==> config.mk <==
export PLATFORM = sky130hd
export DESIGN_NAME = cache_refill_ctrl
export DESIGN_NICKNAME = d
export VERILOG_FILES = /design/src/rtl/cache_refill_ctrl.sv
export SDC_FILE = /design/constraint.sdc
export NUM_CORES = 1
export LEC_CHECK = 0
export CORE_MARGIN = 2
export CORE_UTILIZATION = 60
export DETAILED_ROUTE_END_ITERATION = 12
export PLACE_DENSITY = 0.83
export SLEW_MARGIN = 20
export SYNTH_ARGS = -nofsm -noshare
export SYNTH_HDL_FRONTEND = slang
export SYNTH_SLANG_ARGS = --single-unit
==> constraint.sdc <==
create_clock -name clk -period 8.1 [get_ports clk]
set_clock_uncertainty 0.1 [all_clocks]
set_input_delay 1.62 -clock clk [delete_from_list [all_inputs] [get_ports clk]]
set_output_delay 1.62 -clock clk [all_outputs]
set_load 0.05 [all_outputs]
==> src/rtl/cache_refill_ctrl.sv <==
// Miss-refill engine: one miss at a time, per-set round-robin victim choice, burst or
// single-word read, early critical-word forward and a single fill-commit cycle.
module cache_refill_ctrl #(
    parameter int  WAYS   = 2,
    parameter int  SETS   = 256,
    parameter int  WORDS  = 4,
    parameter int  TAG_W  = 20,
    localparam int WAY_W  = $clog2(WAYS),
    localparam int IDX_W  = $clog2(SETS),
    localparam int OFF_W  = $clog2(WORDS) + 2,
    localparam int ADDR_W = TAG_W + IDX_W + OFF_W
) (
    input  logic                  clk,
    input  logic                  reset,
    input  logic                  miss_valid,
    output logic                  miss_ready,
    input  logic [IDX_W-1:0]      miss_idx,
    input  logic [TAG_W-1:0]      miss_tag,
    input  logic [OFF_W-1:0]      miss_offset,
    input  logic                  miss_uncache,
    output logic [WAY_W-1:0]      victim_way,
    output logic                  rd_req,
    input  logic                  rd_rdy,
    output logic                  rd_type,
    output logic [ADDR_W-1:0]     rd_addr,
    input  logic                  ret_valid,
    input  logic                  ret_last,
    input  logic [31:0]           ret_data,
    output logic                  crit_valid,
    output logic [31:0]           crit_data,
    output logic                  fill_valid,
    output logic [WAY_W-1:0]      fill_way,
    output logic [IDX_W-1:0]      fill_idx,
    output logic [TAG_W-1:0]      fill_tag,
    output logic [32*WORDS-1:0]   fill_line,
    output logic                  done,
    output logic                  protocol_err
);
    localparam int BEAT_W = OFF_W - 2;
    localparam logic [BEAT_W-1:0] LAST_WORD = BEAT_W'(WORDS - 1);

    typedef enum logic [1:0] {IDLE, REQ, RECV, FILL} state_t;

    state_t              state;
    logic [IDX_W-1:0]    idx_q;
    logic [TAG_W-1:0]    tag_q;
    logic [BEAT_W-1:0]   word_q;
    logic                uncache_q;
    logic [BEAT_W-1:0]   beat_q;
    logic [32*WORDS-1:0] line_q;
    logic [WAY_W-1:0]    rr_ptr [SETS];

    logic [BEAT_W-1:0]   crit_word;
    logic [BEAT_W-1:0]   last_beat;
    logic                unused_offset_lsbs;

    // Uncached accesses return a single word, which is always beat 0.
    assign crit_word  = uncache_q ? '0 : word_q;
    assign last_beat  = uncache_q ? '0 : LAST_WORD;

    assign miss_ready = (state == IDLE);
    assign rd_req     = (state == REQ);
    assign rd_type    = rd_req & ~uncache_q;
    assign rd_addr    = !rd_req   ? '0 :
                        uncache_q ? {tag_q, idx_q, word_q, 2'b00} :
                                    {tag_q, idx_q, {OFF_W{1'b0}}};
    assign fill_line  = line_q;

    // Byte lanes within the word do not affect the refill.
    assign unused_offset_lsbs = ^miss_offset[1:0];

    // NOTE: all state here is updated with non-blocking assignments so every
    // register samples the values from before the clock edge.
    always_ff @(posedge clk) begin
        if (reset) begin
            state        <= IDLE;
            idx_q        <= '0;
            tag_q        <= '0;
            word_q       <= '0;
            uncache_q    <= 1'b0;
            beat_q       <= '0;
            victim_way   <= '0;
            crit_valid   <= 1'b0;
            crit_data    <= '0;
            fill_valid   <= 1'b0;
            fill_way     <= '0;
            fill_idx     <= '0;
            fill_tag     <= '0;
            done         <= 1'b0;
            protocol_err <= 1'b0;
            // NOTE: the pointer array and line buffer are reset on purpose; the
            // victim sequence and the visible fill_line must restart from zero.
            line_q       <= '0;
            for (int s = 0; s < SETS; s++) rr_ptr[s] <= '0;
        end else begin
            crit_valid <= 1'b0;
            fill_valid <= 1'b0;
            done       <= 1'b0;

            if (ret_valid && state != RECV) protocol_err <= 1'b1;

            case (state)
                IDLE: begin
                    if (miss_valid) begin
                        idx_q      <= miss_idx;
                        tag_q      <= miss_tag;
                        word_q     <= miss_offset[OFF_W-1:2];
                        uncache_q  <= miss_uncache;
                        victim_way <= rr_ptr[miss_idx];
                        state      <= REQ;
                    end
                end
                REQ: begin
                    if (rd_rdy) begin
                        beat_q <= '0;
                        state  <= RECV;
                    end
                end
                RECV: begin
                    if (ret_valid) begin
                        line_q[{beat_q, 5'b00000} +: 32] <= ret_data;
                        if (beat_q == crit_word) begin
                            crit_valid <= 1'b1;
                            crit_data  <= ret_data;
                        end
                        if (beat_q == last_beat) begin
                            if (ret_last && !uncache_q) begin
                                fill_valid <= 1'b1;
                                done       <= 1'b1;
                                fill_way   <= victim_way;
                                fill_idx   <= idx_q;
                                fill_tag   <= tag_q;
                                state      <= FILL;
                            end else begin
                                // Uncached completion, or an overrun past the final beat.
                                if (!ret_last) protocol_err <= 1'b1;
                                done  <= 1'b1;
                                state <= IDLE;
                            end
                        end else if (ret_last) begin
                            protocol_err <= 1'b1;
                            done         <= 1'b1;
                            state        <= IDLE;
                        end else begin
                            beat_q <= beat_q + 1'b1;
                        end
                    end
                end
                FILL: begin
                    rr_ptr[idx_q] <= rr_ptr[idx_q] + 1'b1;
                    state         <= IDLE;
                end
                default: state <= IDLE;
            endcase
        end
    end
endmodule

-- Word level (Yosys, flattened, before mapping)
Memories as Yosys holds them, arrays and structs flattened. A register that Yosys moved wholly into a read port is not among the register bits.
Index checks and enable logic that the tools add are counted.
W data, S select, Z words.
- flip-flop bits (word level): 228
- RAM bits: 256
- input port bits: 71
- output and inout port bits: 229
- word-level logic and storage cells: 90
- memories kept: 1
- memory list (memory ; depth ; bits a word ; read ports ; clocked after Yosys merged registers in ; write ports ; line ; source):
    rr_ptr ; 256 ; 1 ; 2 ; 2 ; 256 ; 51 ; logic [WAY_W-1:0] rr_ptr [SETS];
- $add $sub $neg: 3
- equality and inequality tests: 12
- shift operators: 2
- mux-type cells: 38
- bitwise gates (word level): 5
- reduce and logical (&&, ||, !) cells: 14
- operator list (kind ; number):
    $bwmux W128 ; 1
    $shift A32 B9 Y128 const A ; 1
    $shiftx A32 B9 Y128 ; 1
    $mux W32 ; 1
    $mux W2 ; 12
    $mux W8 ; 3
    $mux W1 ; 18
    $ne A2 B2 Y1 const B ; 5
    $neg A7 Y9 ; 1
    $pmux W2 S4 ; 1
    $reduce_and A4 Y1 ; 2
    $reduce_and A5 Y1 ; 1
    $eq A2 B2 Y1 ; 2
    $eq A2 B2 Y1 const B ; 2
    $mux W4 ; 1
    $not A1 Y1 ; 4
    $pmux W2 S2 ; 1
    $reduce_and A2 Y1 ; 2
    $reduce_or A4 Y1 ; 1
    $ne A3 B3 Y1 const B ; 1
    $reduce_and A3 Y1 ; 1
    $reduce_or A3 Y1 ; 1
    $add A2 B1 Y2 const B ; 1
    $eq A2 B1 Y1 const B ; 1
    8 further kinds ; 9

-- Logic depth before layout (Yosys ltp)
Gate-level depths: netlist (run 1).
- depth in word-level cells: 8
- mapped depth: 11
- mapped depth without buffers: 6

-- Worst setup path before layout (run 1)
Ideal clock, no wire load.
- kind: input to register
- from: in miss_idx[0]
- to: reg victim_way (read register of rr_ptr)
- setup time: 0.127 ns
- arrival time: 3.533 ns
- required time: 7.873 ns
- path slack: 4.340 ns
- stages on the path: 9
- path buffers: 3
- cells stage by stage: buf_2 > buf_4 > buf_2 > mux4_2 > mux2_2 > a22oi_1 > a211oi_1 > nand4_1 > o211ai_1
- RTL lines (item ; line ; source):
    start: declaration ; 17 ; input logic [IDX_W-1:0] miss_idx,
    end: declaration ; 21 ; output logic [WAY_W-1:0] victim_way,

-- Final worst setup path (run 1)
- from: reg state[0]
- to: out rd_addr[2]
- cells in the longest elaborated chain, start to end: 2
- ends and longest elaborated chain (item ; line ; source):
    start: declaration ; 44 ; state_t state;
    start signal: assignment ; 76 ; state <= IDLE;
    start signal: assignment ; 110 ; state <= REQ;
    start signal: assignment ; 116 ; state <= RECV;
    $eq A2 B1 Y1 ; 62 ; assign rd_req = (state == REQ);
    $mux W32 ; 64 ; assign rd_addr = !rd_req ? '0 :
    end: declaration ; 25 ; output logic [ADDR_W-1:0] rd_addr,
No other way between the ends.

==> results list, run 1 <==
- Clock Tree Root: sky130_fd_sc_hd__clkbuf_16
- Gate count of the mapped netlist: between 2000 and 3000
- Clock edge transition at the registers on the reported setup and hold paths: approximately 0.06 ns
- The Yosys step of the flow raised 0 warnings.
* Area share of the largest cell type after synthesis: between 20% and 30%
* Critical path start-end classification: flop to output port
- Final global-route overflow total: 0
- Initial antenna violation count: 1
* Final instance area: 0.0316 mm²
* Area of the die: around 0.046 mm²
* R2r worst-path depth: 8
* Top-level port count: 300
* Total placed instance area: about 0.030 mm²
- Synthesis instantiated 60 different standard cells from the library.
* Final setup violation count: 0
* Layout Nets: 2821
* Wire per inst: 23.8 µm
* Port-buffer cells: between 200 and 300
- Worst setup margin: between 3 and 4 ns
* Fraction of the yosys area taken by sequential cells: a little under half
- Source-to-sink clock delay at the later pin of the worst-skew pair: around 0.62 ns
- Global-route track usage on met1: between 40% and 50%
- The congestion estimate from routability-driven global placement came to between 0.8 and 0.9.
- Dividing the synthesized area by the synthesized cell count gives 10.3 µm².
* H-Tree Depth: 2
- GR met3 Demand/Resource: 8.04%
- The floorplan step set the die width to 215 µm.
- Yosys attributes the largest share of cell area to sky130_fd_sc_hd__edfxtp_1 (29%), sky130_fd_sc_hd__dfxtp_1 (18%), sky130_fd_sc_hd__mux4_2 (11%).
* Routed via count divided by cell count: 6.40
* Maximum net fanout on the critical path: 34
- Measured against its own limit, the worst slew margin works out to around 20%.
- STA classifies the critical path startpoint as a flop.
* Setup Slack @ Placement: 3.30 ns
* Layout Area Growth over Synthesis: 17.9%
- Vias: between 20000 and 25000
- Across the VDD grid, the largest voltage drop is between 0.15 and 0.2 mV.
- The synthesized netlist occupies a cell area of around 0.027 mm².
* Number of enable-type register cells in the synthesized netlist: ~260
- CP endpoint kind: output port
* Overall fraction of global-route tracks in use: between 30% and 40%
- Setup total negative slack on the finished layout was measured at 0 ns.
* Power density over cell area: around 190 mW/mm²
* Fraction of layout instances using a drive strength above 1: 20.2%
* Clock tree from TritonCTS: done
- By count the netlist is led by sky130_fd_sc_hd__nand2_1 (533), sky130_fd_sc_hd__nand2b_1 (267), sky130_fd_sc_hd__edfxtp_1 (256).
- Die height: 215 µm
- The number of clock buffers added by TritonCTS is 52.
- Summed over all nets, the half-perimeter wirelength after detailed placement is between 50000 and 60000 µm.
* Maximum operating frequency: around 220 MHz
- Largest area contributor in the netlist: sky130_fd_sc_hd__edfxtp_1
- Leakage: around 10 nW
- Max-cap viol count: 0
- Primary flip-flop cell chosen by synthesis mapping: sky130_fd_sc_hd__edfxtp_1
* Arrival time at the worst endpoint: 2.86 ns
- Flop and latch count out of synthesis: about 490
* Hold Fails Final Rpt: 0
* Initial core utilization: 60.7%
* Max-slew violation total from the final report: 0
- Along the worst hold path, the cell count comes to 2.
- The via count of the first global-routing pass was between 20000 and 25000.
- Maximum number of pins on one net before global-route repair: roughly 150
- The flow ran to the end, and the final reports show no timing, DRC or antenna violations.
- The core region is 0.0441 mm².
* Number of nets still failing antenna checks after routing: 0
- Cell with the most instances after synthesis: sky130_fd_sc_hd__nand2_1
- The routed design has between 80000 and 90000 µm of wire.
- The min-delay analysis places its worst path in the category flop to flop.
* Global-route track usage on met2: a little under three fifths
* Global routing's busiest layer: met2
- In the synthesized netlist the async set-or-reset flop fraction comes to 0%.
- At the end of the flow the core is filled with cells to 71.5%.
- # resized after CTS: 0
- Counting every sink on the clock net gives between 400 and 500.
- Global-route wire length before repair: ~120000 µm
* Number of DRC violations after detailed-routing iteration 0: approximately 2700
* Buffers inserted during post-CTS setup optimization: 0
- Largest buffer count on any clock path: 3
* Final min period: 4.58 ns
* Total DRC errors in the routed layout: 0
- Total of hold buffers inserted after clock tree synthesis: 0
- The worst path uses 56.5% of the clock period.
- Unrepaired setup endpoints after global routing: no
- Detailed-router iteration count before antenna repair: 6
- Crit path required time: about 6.4 ns
- Slew @ Worst Pin: around 1.2 ns
* Site row count: 77
- The tightest hold path in the finished design has a slack of between 0.3 and 0.4 ns.
[power breakdown]
| group | switching [mW] | total [mW] | internal [mW] |
|---|---|---|---|
| clock | 1.04 | 2.44 | 1.40 |
| combinational | 0.529 | 0.786 | 0.258 |
| sequential | 0.0600 | 2.74 | 2.68 |
| total | 1.63 | 5.97 | 4.34 |
[metrics by stage]
stage / cells / power (mW)
floorplan: 2606 / 3.40
global placement: 3282 / 3.54
detailed placement: 3282 / 3.56
CTS: 3379 / 5.97
global route: 3381 / 6.13
finish: 3381 / 5.97
[cells in the final DEF, fill, tap and decap left out, drive strengths merged, types with 2 or more instances in the layout]
cell,count
a22oi,11
nor4,11
nand2,533
mux4,127
o21ai,6
clkdlybuf4s50,291
dfxtp,237
o22ai,2
inv,9
nand2b,267
a221oi,2
mux2,8
or2,2
and3,8
clkbuf,81
o32ai,4
nor2,66
nand3,141
buf,53
nor2b,12
nand3b,6
ha,5
clkinv,11
nor3b,8
nor3,278
a21oi,206
mux2i,68
or3b,2
a31oi,4
conb,2
a211oi,6
or3,4
nand4,6
edfxtp,256
o211ai,9
and2,31
[sequential cells by signal (all words and copies together) (netlist names), 2 cells and up, named ones only]
signal / count
rr_ptr: 256
fill_line: 128
crit_data: 32
fill_tag: 20
tag_q: 20
fill_idx: 8
idx_q: 8
beat_q: 2
state: 2
word_q: 2
[cell families (layout without fill, tap and decap cells)]
| group | count (synthesis) | count (layout) | share of synthesized area (%) |
|---|---|---|---|
| other cells | 1 | 3 | 0.0140 |
| flops | 493 | 493 | 46.4 |
| buf+inv | 264 | 446 | 5.00 |
| fa+ha+maj | 5 | 5 | 0.234 |
| simple gates | 1378 | 1378 | 29.3 |
| xor+xnor | 2 | 2 | 0.0654 |
| mux | 203 | 203 | 13.6 |
| compound gates | 259 | 259 | 5.43 |
[final cells by class]
class / count / area (µm²)
antenna: 1 / 2.50
clock buffer: 81 / 1600
clock inverter: 16 / 165
fill: 3008 / 12600
inverter: 5 / 18.8
multi-input combinational: 1849 / 13200
sequential: 493 / 12400
tap: 592 / 741
timing repair buffer: 344 / 3370
[worst max-delay path: stages, from the launching register on]
cell                              delay (ns)
sky130_fd_sc_hd__dfxtp_1                0.43
sky130_fd_sc_hd__nor2b_4                0.64
sky130_fd_sc_hd__and3_1                 0.32
sky130_fd_sc_hd__clkdlybuf4s50_1        0.86
[layer usage]
layer / share of wire (%) / routed length (µm)
met1: 35 / 28100
met2: 48 / 38900
met3: 11 / 8740
met4: 6.0 / 4850
met5: 0 / 0
[final timing paths]
check | from | end | slack (ns)
worst max-delay path | state[0] | rd_addr[2] | 3.52
worst min register to register | fill_line[118] | fill_line[118] | 0.35
worst min-delay path | fill_line[118] | fill_line[118] | 0.35
worst max register to register | flop | rr_ptr[5] | 3.80
(Power assumes the default switching activity.)
==> inputs of run 2 (changes only) <==
--- a/config.mk
+++ b/config.mk
@@ -6,9 +6,9 @@
 export NUM_CORES = 1
 export LEC_CHECK = 0
 export CORE_MARGIN = 2
-export CORE_UTILIZATION = 60
+export CORE_UTILIZATION = 52
 export DETAILED_ROUTE_END_ITERATION = 12
-export PLACE_DENSITY = 0.83
+export PLACE_DENSITY = 0.77
 export SLEW_MARGIN = 20
 export SYNTH_ARGS = -nofsm -noshare
 export SYNTH_HDL_FRONTEND = slang
==> constraint.sdc (replaced) <==
create_clock -name clk -period 4.07 [get_ports clk]
set_clock_uncertainty 0.1 [all_clocks]
set_input_delay 0.814 -clock clk [delete_from_list [all_inputs] [get_ports clk]]
set_output_delay 0.814 -clock clk [all_outputs]
set_load 0.05 [all_outputs]
==> run 2 against run 1 <==
Effect of this change:
- clock power increased by 91%
- sequential power is 100% higher
- clock-buffer cell count grew 2
- final cell count increased by 3.9%
- worst hold slack got worse by 0.00097 ns
- register-to-register slack worse by 3.2 ns
- core utilization fell by 8.7 points
- non-clock buffer count up 46
- global-route usage fell by 3.8 points
==> results list, run 2 (synthesis gave the netlist of run 1 again) <==
- Rel. slew slack: a little under a quarter
* Unrepaired setup endpoints after global routing: no
* DIE WIDTH: 231 µm
- The first TritonRoute pass finished after 8 iterations.
- The worst hold path belongs to the class flop to flop.
- Final min period: ~3.5 ns
- Number of flip-flops in the largest register: between 200 and 300
- DP Wirelength: roughly 53000 µm
- The worst hold path begins at fill_line[101].
* # resized after CTS: 0
* Max-slew violation total from the final report: 0
* Buffers inserted during post-CTS setup optimization: 0
- The tool flagged a number of max-cap violations equal to 0.
- In this run the power density over the cells is 369 mW/mm².
- The floorplan step defined a die boundary enclosing 0.0533 mm².
- Initial core utilization: a little over half
* Crit path required time: ~3.2 ns
* Slew @ Worst Pin: between 1 and 1.5 ns
- In this run the worst setup path begins at state[0].
- Number of nets still failing antenna checks after routing: 0
- Setup violations remaining at the end of the flow were counted as 0.
- Std-Cell Core Area: around 0.051 mm²
- For this run, the number of standard cells in the final layout without fillers is between 3000 and 4000.
- The tree is rooted in a sky130_fd_sc_hd__clkbuf_16.
- H-Tree Depth: 2
* Sum of routed wire length over all layers: 82600 µm
* Wire per inst: approximately 24 µm
- Arrival time at the worst endpoint: approximately 2.6 ns
- Clock sinks: 493
- The initial antenna violation count came to 1.
- Critical path start-end classification: flop to output port
- Total of hold buffers inserted after clock tree synthesis: 0
- The number of hold violations in the final report was 0.
* Overall fraction of global-route tracks in use: a little under a third
- Site row count: just over 80
- Source-to-sink clock delay at the later pin of the worst-skew pair: about 0.64 ns
- Ranked by flip-flop count, first place goes to rr_ptr.
- Dividing the final minimum period by the clock period gives between 80% and 90%.
- Input and output buffers added on the ports amount to 295.
- Before CTS, the worst setup slack after placement is ~0.50 ns.
* Final global-route overflow total: 0
* Weighted congestion reported at the end of routability-driven placement: 0.915
- TritonCTS buffer count: 52
- Largest buffer count on any clock path: 3
- Worst setup margin: approximately 0.58 ns
- Summed over all cells, the static leakage comes to around 11 nW.
- Maximum net fanout on the critical path: 34
- After the first detailed-routing iteration, the DRC count stood at between 2000 and 2500.
- Layout Nets: between 2000 and 3000
* Highest-count cells in the layout ignoring fill and taps: sky130_fd_sc_hd__nand2_1 (532), sky130_fd_sc_hd__clkdlybuf4s50_1 (291), sky130_fd_sc_hd__nand2b_1 (267)
* Critical path launch point type: flop
* Number of global-route vias before repair: 21400
* Maximum number of pins on one net before global-route repair: roughly 220
- Derived from the worst setup path, the maximum achievable clock frequency is approximately 290 MHz.
- Using the TritonRoute via totals, the vias-per-cell ratio works out to between 6 and 7.
- TritonCTS built the clock tree.
- Global-route wire length before repair: approximately 130000 µm
- Leaving out fill and tap cells, the most frequent cell in the layout is sky130_fd_sc_hd__nand2_1.
- Vias: 21800
* Total DRC errors in the routed layout: 0
- Layout Area Growth over Synthesis: 19.8%
* Accumulated negative setup slack: 0 ns
* CP endpoint kind: output port
- Clock edge transition at the registers on the reported setup and hold paths: 0.06 ns
* Number of placed instances with taps included: 3417
* Fraction of layout instances using a drive strength above 1: between 20% and 30%
- Cells fill 62.8% of the core in the end.
* Maximum vdd ir drop: approximately 0.38 mV
- Run status: finished, final reports clean
- Top-level port count: 300
- The die is around 230 µm tall.
-- run 2: power breakdown --
part / switching (mW) / total (mW) / internal, mW
Combinational: 1.08 / 1.71 / 0.633
Sequential: 0.129 / 5.47 / 5.34
Clock: 2.04 / 4.66 / 2.61
-- run 2: worst paths after layout --
check                           slack, ns             end  depth (start not counted)
worst max-delay path                 0.58     rd_addr[29]                          4
worst min-delay path                 0.35  fill_line[101]                          2
worst max register to register       0.62       rr_ptr[7]                          9
worst min register to register       0.35  fill_line[101]                          2
-- run 2: worst max-delay path, cell delays in order (launching register included) --
cell	delay (ns)
sky130_fd_sc_hd__dfxtp_1	0.42
sky130_fd_sc_hd__nor2b_2	0.17
sky130_fd_sc_hd__buf_4	0.31
sky130_fd_sc_hd__and2_1	0.18
sky130_fd_sc_hd__clkdlybuf4s50_1	0.85
-- run 2: per-stage QoR --
step           hold WS, ns  area, µm²  power (mW)
2_1_floorplan        0.341      26800        6.76
3_3_place_gp         0.339      30400        7.21
3_5_place_dp         0.343      30400        7.26
4_1_cts              0.351      32100        11.9
5_1_grt              0.371      32100        12.2
6_report             0.349      32100        11.8
-- run 2: metal layers --
metal,vias up,part of all wire (%),global-route usage (%)
li1,9573,-,-
met1,10800,36,37.5
met2,1193,49,49.6
met3,299,9.7,7.28
met4,2,5.6,15.9
met5,-,0.016,0
-- run 2: final cells by class --
| cell class | instances | area (µm²) |
|---|---|---|
| inverters | 5 | 18.8 |
| fillers | 3992 | 19000 |
| well taps | 680 | 851 |
| clock buffers | 83 | 1550 |
| multi-input cells | 1849 | 13200 |
| clock inverters | 12 | 118 |
| repair buffers | 390 | 3950 |
| diodes | 1 | 2.50 |
| flip-flops and latches | 493 | 12400 |
